## src/rtl/pipe_ctrl_pkg.sv

```systemverilog
// Shared types for the pipeline stall/flush sequencer.
// The helper below encodes the rule that register 0 never participates in a hazard.
package pipe_ctrl_pkg;

  typedef enum logic [1:0] {
    HALT     = 2'd0,
    RUN      = 2'd1,
    MEM_WAIT = 2'd2,
    ERROR    = 2'd3
  } pipe_state_e;

  localparam logic [4:0] REG_ZERO = 5'd0;

  function automatic logic reg_hit(input logic [4:0] dst, input logic [4:0] src);
    return (dst != REG_ZERO) && (dst == src);
  endfunction

endpackage

```

## src/rtl/sat_counter.sv

```systemverilog
// Up-counter that sticks at all-ones instead of wrapping.
module sat_counter #(
  parameter int W = 16
) (
  input  logic         clk_i,
  input  logic         rst_n_i,
  input  logic         inc_i,
  output logic [W-1:0] count_o
);

  always_ff @(posedge clk_i or negedge rst_n_i) begin
    if (!rst_n_i) begin
      count_o <= '0;
    end else if (inc_i && (count_o != {W{1'b1}})) begin
      count_o <= count_o + W'(1);
    end
  end

endmodule

```

## src/rtl/pipeline_hazard_ctrl.sv

```systemverilog
// Stall/flush sequencer for the 5-stage pipeline: load-use and branch-operand
// stalls, IF/ID flush on redirect, whole-pipe freeze on outstanding data memory access.
//
// Handshake: the data memory access completes on any cycle where mem_req_o and
// mem_ready_i are both high; mem_req_o stays high from the first unready cycle until
// that completion, and the pipeline advances in the completion cycle itself.
module pipeline_hazard_ctrl
  import pipe_ctrl_pkg::*;
#(
  parameter int CNT_W       = 16,
  parameter int MEM_TIMEOUT = 255
) (
  input  logic             clk_i,
  input  logic             rst_n_i,
  input  logic             start_i,
  input  logic [4:0]       id_rs_i,
  input  logic [4:0]       id_rt_i,
  input  logic             id_uses_rt_i,
  input  logic             id_branch_i,
  input  logic             id_jump_i,
  input  logic             branch_eq_i,
  input  logic             ex_memread_i,
  input  logic             ex_regwrite_i,
  input  logic [4:0]       ex_dst_i,
  input  logic             mem_memread_i,
  input  logic [4:0]       mem_dst_i,
  input  logic             mem_access_i,
  input  logic             mem_ready_i,
  output logic             mem_req_o,
  output logic             pc_write_o,
  output logic             ifid_write_o,
  output logic             ifid_flush_o,
  output logic             idex_bubble_o,
  output logic             pipe_freeze_o,
  output logic             err_o,
  output logic [CNT_W-1:0] lu_stalls_o,
  output logic [CNT_W-1:0] br_flushes_o,
  output logic [CNT_W-1:0] mem_waits_o,
  output pipe_state_e      state_o
);

  localparam int TW = (MEM_TIMEOUT < 2) ? 1 : $clog2(MEM_TIMEOUT);
  localparam logic [TW-1:0] WAIT_LAST = TW'(MEM_TIMEOUT - 1);

  pipe_state_e   state_q, state_d;
  logic [TW-1:0] wait_q, wait_d;
  logic          advance;
  logic          lu_hazard, br_hazard, redirect;
  logic          lu_inc, br_inc, mw_inc;

  assign lu_hazard = ex_memread_i &
                     (reg_hit(ex_dst_i, id_rs_i) | (id_uses_rt_i & reg_hit(ex_dst_i, id_rt_i)));
  assign br_hazard = id_branch_i &
                     ((ex_regwrite_i & (reg_hit(ex_dst_i, id_rs_i) | reg_hit(ex_dst_i, id_rt_i))) |
                      (mem_memread_i & (reg_hit(mem_dst_i, id_rs_i) | reg_hit(mem_dst_i, id_rt_i))));
  assign redirect  = (id_branch_i & branch_eq_i) | id_jump_i;

  always_ff @(posedge clk_i or negedge rst_n_i) begin
    if (!rst_n_i) begin
      state_q <= HALT;
      wait_q  <= '0;
    end else begin
      state_q <= state_d;
      wait_q  <= wait_d;
    end
  end

  always_comb begin
    state_d       = state_q;
    wait_d        = wait_q;
    advance       = 1'b0;
    mem_req_o     = 1'b0;
    pc_write_o    = 1'b0;
    ifid_write_o  = 1'b0;
    ifid_flush_o  = 1'b0;
    idex_bubble_o = 1'b0;
    pipe_freeze_o = 1'b0;
    err_o         = 1'b0;
    lu_inc        = 1'b0;
    br_inc        = 1'b0;
    mw_inc        = 1'b0;

    case (state_q)
      HALT: begin
        pipe_freeze_o = 1'b1;
        ifid_flush_o  = 1'b1;
        if (start_i) state_d = RUN;
      end
      RUN: begin
        mem_req_o = mem_access_i;
        if (mem_access_i && !mem_ready_i) begin
          pipe_freeze_o = 1'b1;
          mw_inc        = 1'b1;
          state_d       = MEM_WAIT;
          wait_d        = '0;
        end else begin
          advance = 1'b1;
        end
      end
      MEM_WAIT: begin
        mem_req_o = 1'b1;
        if (mem_ready_i) begin
          advance = 1'b1;
          state_d = RUN;
        end else begin
          pipe_freeze_o = 1'b1;
          mw_inc        = 1'b1;
          if (wait_q == WAIT_LAST) state_d = ERROR;
          else                     wait_d  = wait_q + TW'(1);
        end
      end
      ERROR: begin
        pipe_freeze_o = 1'b1;
        err_o         = 1'b1;
      end
      default: state_d = HALT;
    endcase

    // A stall holds PC and IF/ID and wins over any redirect in the same cycle.
    if (advance) begin
      if (lu_hazard || br_hazard) begin
        idex_bubble_o = 1'b1;
        lu_inc        = 1'b1;
      end else begin
        pc_write_o   = 1'b1;
        ifid_write_o = 1'b1;
        ifid_flush_o = redirect;
        br_inc       = redirect;
      end
    end

    // Asserted reset overrides everything so an open request drops at once.
    if (!rst_n_i) begin
      mem_req_o     = 1'b0;
      pc_write_o    = 1'b0;
      ifid_write_o  = 1'b0;
      ifid_flush_o  = 1'b1;
      idex_bubble_o = 1'b0;
      pipe_freeze_o = 1'b0;
      err_o         = 1'b0;
    end
  end

  assign state_o = state_q;

  sat_counter #(.W(CNT_W)) u_lu_cnt (
    .clk_i   (clk_i),
    .rst_n_i (rst_n_i),
    .inc_i   (lu_inc),
    .count_o (lu_stalls_o)
  );

  sat_counter #(.W(CNT_W)) u_br_cnt (
    .clk_i   (clk_i),
    .rst_n_i (rst_n_i),
    .inc_i   (br_inc),
    .count_o (br_flushes_o)
  );

  sat_counter #(.W(CNT_W)) u_mw_cnt (
    .clk_i   (clk_i),
    .rst_n_i (rst_n_i),
    .inc_i   (mw_inc),
    .count_o (mem_waits_o)
  );

endmodule

```

## config.mk

```make
export PLATFORM = sky130hd
export DESIGN_NAME = pipeline_hazard_ctrl
export DESIGN_NICKNAME = d
export VERILOG_FILES = /design/src/rtl/pipe_ctrl_pkg.sv /design/src/rtl/sat_counter.sv /design/src/rtl/pipeline_hazard_ctrl.sv
export SDC_FILE = /design/constraint.sdc
export NUM_CORES = 1
export LEC_CHECK = 0
export ABC_AREA = 1
export BUFFER_PORTS_ARGS = -buffer_cell sky130_fd_sc_hd__buf_2
export CAP_MARGIN = 20
export CORE_UTILIZATION = 45
export CTS_CLUSTER_SIZE = 14
export DETAILED_ROUTE_END_ITERATION = 7
export HOLD_SLACK_MARGIN = 0.05
export PLACE_DENSITY = 0.75
export SLEW_MARGIN = 20
export SYNTH_ARGS = -nofsm -noshare
export SYNTH_HDL_FRONTEND = slang
export SYNTH_SLANG_ARGS = --single-unit
```

## constraint.sdc

```tcl
create_clock -name clk_i -period 4.7 [get_ports clk_i]
set_input_delay 0.705 -clock clk_i [delete_from_list [all_inputs] [get_ports clk_i]]
set_output_delay 0.705 -clock clk_i [all_outputs]
set_load 0.01 [all_outputs]
```

After elaboration in Yosys (flattened, before gate mapping)
Index checks and enable logic that the tools add are counted.
{"block": "word_totals", "reg_bits": 58, "latch_bits": 0, "ramBits": 0, "romBits": 0, "inputBits": 32, "out_inout_bits": 57, "elab_cells": 87, "mem_count": 0}
{"block": "classes", "addsub": 4, "n_mul": 0, "div": 0, "n_lt_le_gt_ge": 0, "n_eq_ne": 16, "shift": 0, "mux": 33, "bitwise_logic": 11, "n_reduce_logical": 18}
{"cell": "16-bit by 1-bit adder with 16-bit output, second input constant", "n": 3}
{"cell": "16-bit inequality test, second input constant", "n": 3}
{"cell": "8-bit 2-to-1 mux", "n": 3}
{"cell": "5-bit == test", "n": 4}
{"cell": "1-bit 2-to-1 mux", "n": 20}
{"cell": "8-bit one-hot mux with 2 select lines", "n": 1}
{"cell": "5-bit nonzero test", "n": 2}
{"cell": "8-bit by 1-bit adder with 8-bit output, second input constant", "n": 1}
{"cell": "8-bit == test, second input constant", "n": 1}
{"cell": "1-bit logical AND", "n": 8}
{"cell": "2-bit 2-to-1 mux", "n": 4}
{"cell": "2-bit inequality test, second input constant", "n": 4}
{"cell": "4-bit AND reduction", "n": 2}
{"cell": "1-bit bitwise AND", "n": 6}
{"cell": "1-bit one-hot mux with 2 select lines", "n": 3}
{"cell": "2-bit one-hot mux with 3 select lines", "n": 1}
{"cell": "1-bit OR", "n": 5}
{"cell": "2-bit == test, second input constant", "n": 2}
{"cell": "3-bit inequality test, second input constant", "n": 1}
{"cell": "1-bit one-hot mux with 3 select lines", "n": 1}
{"cell": "3-bit nonzero test", "n": 1}
{"cell": "2-bit by 1-bit == test with 1-bit output, second input constant", "n": 1}
{"cell": "2-bit logical NOT", "n": 1}
{"cell": "2-bit nonzero test", "n": 1}
{"cell": "other kinds (3)", "n": 3}

Longest topological paths before layout
{"block": "depth", "ltp_word": 10, "mapped_depth": 17, "mapped_depth_nobuf": 16}

Cells and area by module
From an unflattened synthesis, not the netlist that was laid out.
{"block": "unflattened", "cells_unflattened": 626, "hier_area_um2": 4322.9}
{"mod": "sat_counter", "n_inst": 3, "cells_each": 149, "area_per_inst_um2": 1058.5, "seq_area_each_um2": 400.4}
{"mod": "pipeline_hazard_ctrl", "n_inst": 1, "cells_each": 179, "area_per_inst_um2": 1147.4, "seq_area_each_um2": 250.2}

Worst setup path after synthesis
No wires, ideal clock.
{"block": "synth_path", "kind": "input to output", "from": "input ex_dst_i[2]", "to": "output pc_write_o", "arrival_ns": 1.753, "required_time_ns": 3.995, "slack_ns": 2.242, "stages": 12, "path_buffers": 1, "cell_sequence": "nor2_1 -> nand3_2 -> nand2_1 -> inv_1 -> nand3_2 -> nand2_1 -> nand2_1 -> nand2_2 -> nand2_4 -> nand3_4 -> nor2_1 -> buf_4"}
{"block": "synth_via", "elab_chain_cells": 10, "elab_cells_between_ends": 16, "classes_between": "2 x eq/ne; 3 x mux; 7 x bitwise; 4 x reduce/logical"}
{"element": "start: declaration", "line": "pipeline_hazard_ctrl.sv:24", "text": "input logic [4:0] ex_dst_i,"}
{"element": "5-bit == test or 5-bit nonzero test (tied branches)", "line": "pipe_ctrl_pkg.sv:15", "text": "return (dst != REG_ZERO) && (dst == src);"}
{"element": "1-bit logical AND", "line": "pipe_ctrl_pkg.sv:15"}
{"element": "1-bit OR", "line": "pipeline_hazard_ctrl.sv:54", "text": "((ex_regwrite_i & (reg_hit(ex_dst_i, id_rs_i) | reg_hit(ex_dst_i, id_rt_i))) |"}
{"element": "1-bit bitwise AND", "line": "pipeline_hazard_ctrl.sv:54"}
{"element": "1-bit OR", "line": "pipeline_hazard_ctrl.sv:54"}
{"element": "1-bit bitwise AND", "line": "pipeline_hazard_ctrl.sv:53", "text": "assign br_hazard = id_branch_i &"}
{"element": "1-bit logical OR (*)", "line": "pipeline_hazard_ctrl.sv:121", "text": "if (lu_hazard || br_hazard) begin"}
{"element": "1-bit 2-to-1 mux (*) (3 in a row)"}
{"element": "end: declaration", "line": "pipeline_hazard_ctrl.sv:30", "text": "output logic pc_write_o,"}
Every way passes the cells marked *; elsewhere a longest branch is shown, timed or not.

Worst setup path in the final report
{"block": "layout_path", "from": "register state_q[1], in the netlist state_o[1]", "to": "output ifid_flush_o"}
{"block": "layout_via", "elab_chain_cells": 5, "elab_cells_between_ends": 8, "classes_between": "2 x eq/ne; 5 x mux; 1 x reduce/logical"}
{"element": "start: declaration", "line": "pipeline_hazard_ctrl.sv:45", "text": "pipe_state_e state_q, state_d;"}
{"element": "start signal: assignment", "line": "pipeline_hazard_ctrl.sv:63", "text": "state_q <= state_d;"}
{"element": "2-bit logical NOT", "line": "pipeline_hazard_ctrl.sv:83", "text": "case (state_q)"}
{"element": "1-bit 2-to-1 mux", "line": "pipeline_hazard_ctrl.sv:83"}
{"element": "1-bit 2-to-1 mux", "line": "pipeline_hazard_ctrl.sv:121"}
{"element": "1-bit 2-to-1 mux (*)", "line": "pipeline_hazard_ctrl.sv:120", "text": "if (advance) begin"}
{"element": "1-bit 2-to-1 mux (*)", "line": "pipeline_hazard_ctrl.sv:133", "text": "if (!rst_n_i) begin"}
{"element": "end: declaration", "line": "pipeline_hazard_ctrl.sv:32", "text": "output logic ifid_flush_o,"}
Marks and branches as above.

==> metrics.txt <==
Detail Route Antenna Nets=0; Synth top cells by count=115 x nand2_1, 75 x inv_1, 58 x dfrtp_1; RD Place Congestion=~0.91; Pwr per Cell Area=376.7 nW/um^2; post-synth top area share=36.70%; placed cell areas=roughly 4500 sq um; CTS Hold Bufs=0; Final setup viols=0; H-Tree Depth=3; Final Hold Viols=0; actual slew at the worst max-slew pin=approximately 0.37 ns; Synth warnings=0; Final period util=roughly 62%; Clock Pin Slew Worst Setup and Hold Paths=about 0.070 ns; Vias/cell=roughly 4.9; Final Util=56.30%; num rows=33; Critical Path RT=3.99 ns; Syn Area/Cell=7.801 sq um; P_leak=0.002650 uW; clk_skew=0.009957 ns; post-cts resize count=0; max_cap viols=0; number of global-route vias before repair=3291; met2 GRT Util=33.27%; ys flop type=dfrtp_1; WL per Instance=12.05 um; crit-path max FO=17; Async SR Flop Fraction=100.0%; CTS Buf Count=9; Fillers=782; Synth Instances=507; critical path endpoint category=primary output; kind of critical path=register to primary output; largest net degree at the start of global routing=30; count of state elements after synthesis=58; VDD IR max=0.2574 mV; Final Cell Area=4696 sq um; Final min period=approximately 2.9 ns; Max Slew Vio Count=0; clk sinks=58; total gr overflow=0; Critical Path Start Type=register; slew margin rel.=75.09%; Clk Latency, worst-skew pair=0.34 ns; Synth cell types=39; Core ar.=8341 sq um; first-pass GRT wire length=14.27 mm; GRT met1 Usage=between 20 and 25%; share of cells above drive strength 1=25.04%; ANT cells=0; postcts setup bufs=0; CTS max path bufs=2; Mapped Nets=around 550; router iterations before antenna repair=4; DR vias=3503; drt drc=0; RSZ-0062 raised after global routing=false; met3 usage=4.739%; arrival time worst endpoint=roughly 2.2 ns; GRT busiest layer=met2; die area=approximately 9200 sq um; CTS Root Cell=clkbuf_8; Hold Crit Class=input pin to async pin; register area share after synthesis=36.70%; Die Y-Extent=around 96 um; setup total negative slack=0 ns; drt first-iter violations=94; Post-Syn Area=3955 sq um; Post-synth EDFFs=0; largest cells by area after synthesis=dfrtp_1 37%, nand2_1 11%, inv_1 7.1%, nand3_1 7.0%, xor2_1 5.3%; Port Buffers=88; status=finished, final reports clean; most common cell in the netlist=nand2_1; chip width=between 90 and 100 um; total detailed-routing wirelength=around 8.6 mm; initial antenna violation count=0; area grow syn2layout=18.73%; All-Layer GR Usage=19.84%; area leader, netlist=dfrtp_1; final hold slack=0.2705 ns; Peak Freq=about 0.34 GHz; Final nets=644; TritonCTS clock tree=yes; Initial Util=between 40% and 50%; I/O pin count=89; post-DP HPWL=~6.5 mm
==> layout make-up <==
| cell class | count | area [sq um] | share of cell area, % |
|---|---|---|---|
| clock inverters | 5 | 78.83 | 1.679 |
| inverters | 80 | 305.3 | 6.501 |
| multi-input cells | 363 | 2142 | 45.62 |
| flip-flops and latches | 58 | 1451 | 30.91 |
| well taps | 105 | 131.4 | 2.798 |
| repair buffers | 90 | 455.4 | 9.699 |
| clock buffers | 11 | 131.4 | 2.798 |
==> flip-flops by register name (all words and copies together), names as in the netlist <==
register / flops
u_br_cnt.count_o: 16
state_o: 2
u_lu_cnt.count_o: 16
wait_q: 8
u_mw_cnt.count_o: 16
==> layout by cell type (no fill, tap or decap), types with 2 or more instances in the layout <==
cell,count
nand4_1,4
nor2_1,45
a21oi_1,4
nand3_4,2
dfrtp_1,58
o21bai_1,16
nor2_2,4
nand2_2,14
xor2_1,24
nor3_1,9
nand3b_1,4
buf_4,2
nand4_2,2
clkbuf_1,2
o21ai_0,7
clkbuf_8,9
nand3_1,55
nand2_4,4
nand3_2,4
bufinv_16,2
buf_2,88
nand4_4,2
ha_1,10
inv_1,75
o21ai_1,2
clkinv_2,2
nor3_2,2
nand2_1,115
xnor2_1,20
inv_2,4
nor2_4,4
a21oi_2,2
==> logic make-up (layout without fill, tap and decap cells) <==
logic type	Yosys count	count (layout)	share of synthesized area (%)
compound gates	34	34	5.663
xor+xnor	44	44	9.744
fa+ha+maj	10	10	3.164
buf+inv	86	186	9.143
flops	58	58	36.70
mux	1	1	0.2847
simple gates	274	274	35.30
==> power by group <==
part / internal (uW) / switching [uW] / leakage (uW)
registers: 578 / 81.2 / 0.000750
clock network: 298 / 205 / 0.000107
logic: 228 / 379 / 0.00179
==> critical path: stages (launching register included) <==
cell and delay (ns):
dfrtp_1 0.44, inv_1 0.13, ha_1 0.19, inv_1 0.07
a21oi_2 0.18, a21oi_2 0.10, nor2_8 0.16, nand4_4 0.26
nand3_1 0.20, buf_2 0.14
==> path summary, 6_finish.rpt <==
path                       cells after the start  slack [ns]                 start              endpoint
min                                            1        0.27               rst_n_i             wait_q[5]
max in group asynchronous                      2        3.73               rst_n_i   u_br_cnt.count_o[1]
max                                            9        1.78            state_o[1]          ifid_flush_o
min in group clk_i                             1        0.49  u_mw_cnt.count_o[15]  u_mw_cnt.count_o[15]
max reg2reg                                   11        2.56            state_o[1]  u_mw_cnt.count_o[15]
min reg2reg                                    1        0.49  u_mw_cnt.count_o[15]  u_mw_cnt.count_o[15]
==> layer usage <==
| layer | vias to the layer above | share of wire, % | wire length (um) |
|---|---|---|---|
| met3 | 13 | 2.9 | 250 |
| met4 | 0 | 1.5 | 130 |
| met1 | 1647 | 45 | 3878 |
| li1 | 1789 | - | - |
| met2 | 54 | 50 | 4318 |
| met5 | - | 0 | 0 |
==> metrics by stage <==
| step | total power, uW | cells | worst slack (ns) |
|---|---|---|---|
| after floorplan | 1078 | 507 | 2.242 |
| after global placement | 1257 | 696 | 1.987 |
| after detailed placement | 1278 | 696 | 1.919 |
| after CTS | 1790 | 712 | 1.768 |
| after global routing | 1898 | 712 | 1.594 |
| final | 1769 | 712 | 1.784 |
Note: power is estimated with default switching activity, not from simulation.
